**config.mk**
```make
export PLATFORM = sky130hd
export DESIGN_NAME = rv_wb_stage
export DESIGN_NICKNAME = d
export VERILOG_FILES = /design/src/rtl/rv_wb_stage.sv
export SDC_FILE = /design/constraint.sdc
export NUM_CORES = 1
export LEC_CHECK = 0
export CORE_UTILIZATION = 40
export CTS_CLUSTER_DIAMETER = 120
export DETAILED_ROUTE_END_ITERATION = 6
export HOLD_SLACK_MARGIN = 0.05
export PLACE_DENSITY = 0.8
export SLEW_MARGIN = 30
export SYNTH_ARGS = -nofsm -noshare
export SYNTH_HDL_FRONTEND = slang
export SYNTH_SLANG_ARGS = --single-unit
```
**constraint.sdc**
```tcl
create_clock -name clk -period 2.4 [get_ports clk]
set_input_delay 0.48 -clock clk [delete_from_list [all_inputs] [get_ports clk]]
set_output_delay 0.48 -clock clk [all_outputs]
set_load 0.01 [all_outputs]
```
**src/rtl/rv_wb_stage.sv**
```systemverilog
// Write-back stage: selects the register-file write value and enables, keeps a
// one-cycle registered forwarding copy, and counts retired instructions.
module rv_wb_stage #(
  parameter int unsigned CW             = 16,
  parameter int unsigned XLEN           = 32,
  parameter int unsigned CNT_W          = 64,
  parameter int unsigned MEM_TO_REG_BIT = 2,
  parameter int unsigned REG_WRITE_BIT  = 3
) (
  input  logic             clk,
  input  logic             rst_n,
  input  logic [XLEN-1:0]  mem_alu_result,
  input  logic [XLEN-1:0]  mem_mem_data,
  input  logic [CW-1:0]    mem_control_signals,
  input  logic [4:0]       mem_rd,
  input  logic             mem_valid,
  output logic [XLEN-1:0]  wb_data,
  output logic [4:0]       wb_rd,
  output logic             wb_reg_write,
  output logic [XLEN-1:0]  wb_fwd_data,
  output logic [4:0]       wb_fwd_rd,
  output logic             wb_fwd_valid,
  output logic [CNT_W-1:0] wb_instret
);

  localparam int unsigned RD_W = 5;

  logic mem_to_reg;
  logic reg_write_bit;
  logic reg_write_known;

  assign mem_to_reg    = mem_control_signals[MEM_TO_REG_BIT];
  assign reg_write_bit = mem_control_signals[REG_WRITE_BIT];

  // Case with a zero default so an unknown select never leaks X downstream.
  always_comb begin
    wb_data = '0;
    case (mem_to_reg)
      1'b0:    wb_data = mem_alu_result;
      1'b1:    wb_data = mem_mem_data;
      default: wb_data = '0;
    endcase
  end

  always_comb begin
    reg_write_known = 1'b0;
    case (reg_write_bit)
      1'b1:    reg_write_known = 1'b1;
      default: reg_write_known = 1'b0;
    endcase
  end

  // x0 is hard-wired zero, so it is never a write target.
  assign wb_reg_write = mem_valid & reg_write_known & (mem_rd != RD_W'(0));
  assign wb_rd        = mem_rd;

  // Forwarding copy covers read-during-write for the instruction one cycle behind.
  always_ff @(posedge clk or negedge rst_n) begin
    if (!rst_n) begin
      wb_fwd_data  <= '0;
      wb_fwd_rd    <= '0;
      wb_fwd_valid <= 1'b0;
    end else begin
      wb_fwd_data  <= wb_data;
      wb_fwd_rd    <= wb_rd;
      wb_fwd_valid <= wb_reg_write;
    end
  end

  // Every valid slot retires, regardless of whether it writes a register.
  always_ff @(posedge clk or negedge rst_n) begin
    if (!rst_n) begin
      wb_instret <= '0;
    end else if (mem_valid) begin
      wb_instret <= wb_instret + CNT_W'(1);
    end
  end

endmodule

```
# Word level (Yosys, flattened, before mapping)
# Index checks and enable logic that the tools add are counted.
# W data, S select, Z words.
# word_totals
n_memories	0
out_inout_bits	140
regBits	102
mem_bits_ro	0
latchBits	0
word_cells	11
mem_bits_rw	0
in_bits	88
# classes
n_eq_ne	0
add_sub_neg	1
reduce_logical	1
bitwise	3
div	0
n_shift	0
n_lt_le_gt_ge	0
n_mux	2
multipliers	0
# op_table
op	n
$add A64 B1 Y64 const B	1
$pmux W32 S2	1
$reduce_bool A5 Y1	1
$and A1 B1 Y1	2
$mux W1	1
$not A1 Y1	1

# Logic depth before layout (Yosys ltp)
# logic_depth
depth_word	3
depth_mapped	7
depth_no_buf	6

# Least setup slack after synthesis
# No wires, ideal clock.
# synth_timing
path_kind	register to register
start	register wb_instret[0]
end	register wb_instret[48]
synth_period_minus_slack_ns	2.027
setup_time_ns	0.127
path_slack_ns	0.373
path_buffers	1
arrival_ns	1.900
required_time_ns	2.273
stages_incl_launch_ff	8
path_cell_list	dfrtp_1 > ha_1 > nand3_2 > nor4_4 > and4_1 > buf_2 > nand4_1 > xnor2_1
# synth_between
elab_chain_len	1
# synth_lines
item	line	text
start, declared	23	output logic [CNT_W-1:0] wb_instret
start signal, assigned	75	wb_instret <= wb_instret + CNT_W'(1);
$add A64 B1 Y64	75	
# No other way between the ends.
# A chain may end at the register's enable or synchronous reset.

# Final worst setup path
# layout_timing
start	input port mem_control_signals[2]
end	output port wb_data[13]
# layout_between
elab_chain_len	2
# layout_lines
item	line	text
start, declared	14	input logic [CW-1:0] mem_control_signals,
$not A1 Y1	38	case (mem_to_reg)
$pmux W32 S2 *	38	
end, declared	17	output logic [XLEN-1:0] wb_data,
# Mark *: on every way between the ends. The rest lies on a longest branch, timed or not.

==> out/metrics.cfg <==
[outcome]
status = complete, no violations

[yosys]
synth.area.top_cells = dfrtp_1 (58%), mux2_2 (8.5%), xnor2_1 (6.4%)
synth_edf_count = 0
synth_most_common_cell = dfrtp_1
synth_common_cells = dfrtp_1 (102), mux2_2 (33), xnor2_1 (32)
ys_ff_latch = 102
ys_async_sr_fraction_pct = 100
syn_inst = 357
synth_top_cell_by_area = dfrtp_1
ys_seq_area_share_pct = 58.2
netlist_area_sq_um = 4390
synth-main-ff-cell = dfrtp_1
ys_types = 30
syn_area_per_cell_sq_um = 12.3
synth_top_area_share_pct = 58.2
synth_warnings = 0
synth.net_count = 446

[detailed_routing]
drc = 0
dr_wl_met3_um = 551
routed-wl-met2_um = 6540
antenna_left = 0
vias = 3722
first_pass_iters = 4
vias_per_cell = 4.99
wire_per_inst_um = 16.3
routed.top_layer = met4
met1Wirelength_um = 4820
wirelength_um = 12200
drt_first_iter_violations = 107

[die]
rows = 37
die_w_um = 107
die_y_um = 107
initial_utilization_pct = 41.9
ios = 228
design.core.area_sq_um = 10500
die_area_sq_um = 11400

[sta]
post-route-min-period_ns = 2.34
final_max_slew_viol_count = 0
hold_ws_ns = 0.103
setup_viol = 0
finalClockSkew_ns = 0.00891
worst_pin_slew_ns = 0.627
slew_headroom_pct = 57.8
hold_viol = 0
setup_tns_ns = 0
period_share_pct = 97.6
clock.fmax_mhz = 427

[cts]
cts_tree = built
cts_made_buffers = 9
clock_latency_ns = 0.37
cts_max_path_buffers = 2
clockRootBuffer = clkbuf_8
clock_sinks = 102
cts.htree.levels = 3
clkTransAtPathRegs_ns = 0.09

[job]
maxCapViolCount = 0

[placement]
place.gp.congestion = 0.828
port_buffers = 213
dp_hpwl_um = 9250
numPlacedInstances = 728

[setup_path]
cp_cell_sequence = clkdlybuf4s15_2 > bufbuf_16 > mux2_2 > clkdlybuf4s50_1
worstPathRequired_ns = 1.92
endpoint_kind = output pin
crit_family = buffers and inverters
worstSetupStartpointType = input pin
crit_buf_inv = 3
slowest_delay_ns = 0.49
critPathArrivalTime_ns = 1.86
critPathKind = input pin to output pin
slowest_stage = clkdlybuf4s50_1
crit_path_max_fanout = 16

[power]
leakagePower_nw = 3.15
p_per_area_nw_per_um2 = 529
ir_drop_uv = 251
total_power_w = 0.00378

[grt]
track_usage_pct = 22.1
grt_max_degree = 51
grt_pass1_wl_um = 19300
grt_pass1_vias = 3864
antenna_found_initial = 0
overflow = 0

[final_layout]
fin_util_pct = 68.2
syn_to_final_growth_pct = 62.7
nets = 694
drive_above_1_share_pct = 15.7
diodes = 0
fin_cells = 746

[worst_hold_path]
hp-class = input pin to async pin

area by class of cell:
class                           instances  area, sq um
Multi-Input combinational cell        234         1730
Tap cell                              136          170
Inverter                                7         26.3
Timing Repair Buffer                  251         2480
Sequential cell                       102         2550
Clock buffer                           12          135
Clock inverter                          4         47.5
Fill cell                             803         3320
timing repair:
action | 4_1_cts | 5_1_grt
resized for setup | 4 | 1
pin swaps | 0 | 1
endpoints found under the setup margin | 33 | 1
buffers inserted | 0 | 1
hold buffers | 0 | 0
cloned | 1 | 0
report_power, final:
| group | switching, W | internal [W] |
|---|---|---|
| logic | 0.000307 | 0.000494 |
| clock network | 0.000571 | 0.000481 |
| registers | 0.000105 | 0.00182 |
| total | 0.000982 | 0.00279 |
routing by layer:
| layer | vias up | GRT usage [%] |
|---|---|---|
| met4 | 0 | 9.20 |
| met3 | 18 | 4.01 |
| met1 | 1832 | 26.1 |
| met2 | 139 | 39.4 |
| met5 | - | 0 |
| li1 | 1733 | - |
worst paths after layout:
| path | start | end | slack [ns] | cells past startpoint |
|---|---|---|---|---|
| worst min-delay path | rst_n | wb_instret[63] | 0.10 | 1 |
| worst max register to register | wb_instret[27] | wb_instret[54] | 0.33 | 5 |
| worst max-delay path | mem_control_signals[2] | wb_data[13] | 0.06 | 4 |
| max in group asynchronous | rst_n | wb_instret[17] | 1.61 | 2 |
| min in group clk | wb_instret[63] | wb_instret[63] | 0.47 | 1 |
| worst min register to register | wb_instret[63] | wb_instret[63] | 0.47 | 1 |
state kept, by name, indices dropped and copies added, names as in the netlist:
| name | flops |
|---|---|
| wb_instret | 64 |
| wb_fwd_valid | 1 |
| wb_fwd_data | 32 |
| wb_fwd_rd | 5 |
kinds of logic (layout without fill, tap and decap cells):
logic type / count (synthesis) / in the layout / share of synthesized area (%)
XOR/XNOR: 63 / 63 / 12.6
multiplexers: 33 / 33 / 8.47
buffers and inverters: 21 / 274 / 2.40
adder cells (fa/ha/maj): 1 / 1 / 0.285
AO/OA/AOI/OAI: 1 / 1 / 0.228
flip-flops: 102 / 102 / 58.2
AND/OR/NAND/NOR: 136 / 136 / 17.9
layout by cell type, fill, tap and decap left out, types with 2 or more instances in the layout:
cell type,Yosys,routed
nand3_1,19,19
nor4_4,2,2
xnor2_1,32,32
clkinv_2,0,2
nand2_1,24,24
inv_1,7,7
xor2_1,31,31
and2_1,2,2
nor3_1,12,12
mux2_2,33,33
and3_1,9,9
buf_4,6,35
nor2_1,22,22
nand3_2,3,3
clkbuf_8,0,9
clkdlybuf4s50_1,0,210
nor4_1,10,10
buf_12,0,3
and4_1,6,6
nand4_1,19,19
clkbuf_1,2,3
dfrtp_1,102,102
stage by stage:
stage | instance area, sq um | worst slack [ns]
2_1_floorplan | 4390 | 0.373
3_3_place_gp | 6920 | -0.153
3_5_place_dp | 6920 | -0.173
4_1_cts | 7130 | 0.0442
5_1_grt | 7140 | -0.00581
6_report | 7140 | 0.0576
(Power assumes the default switching activity.)
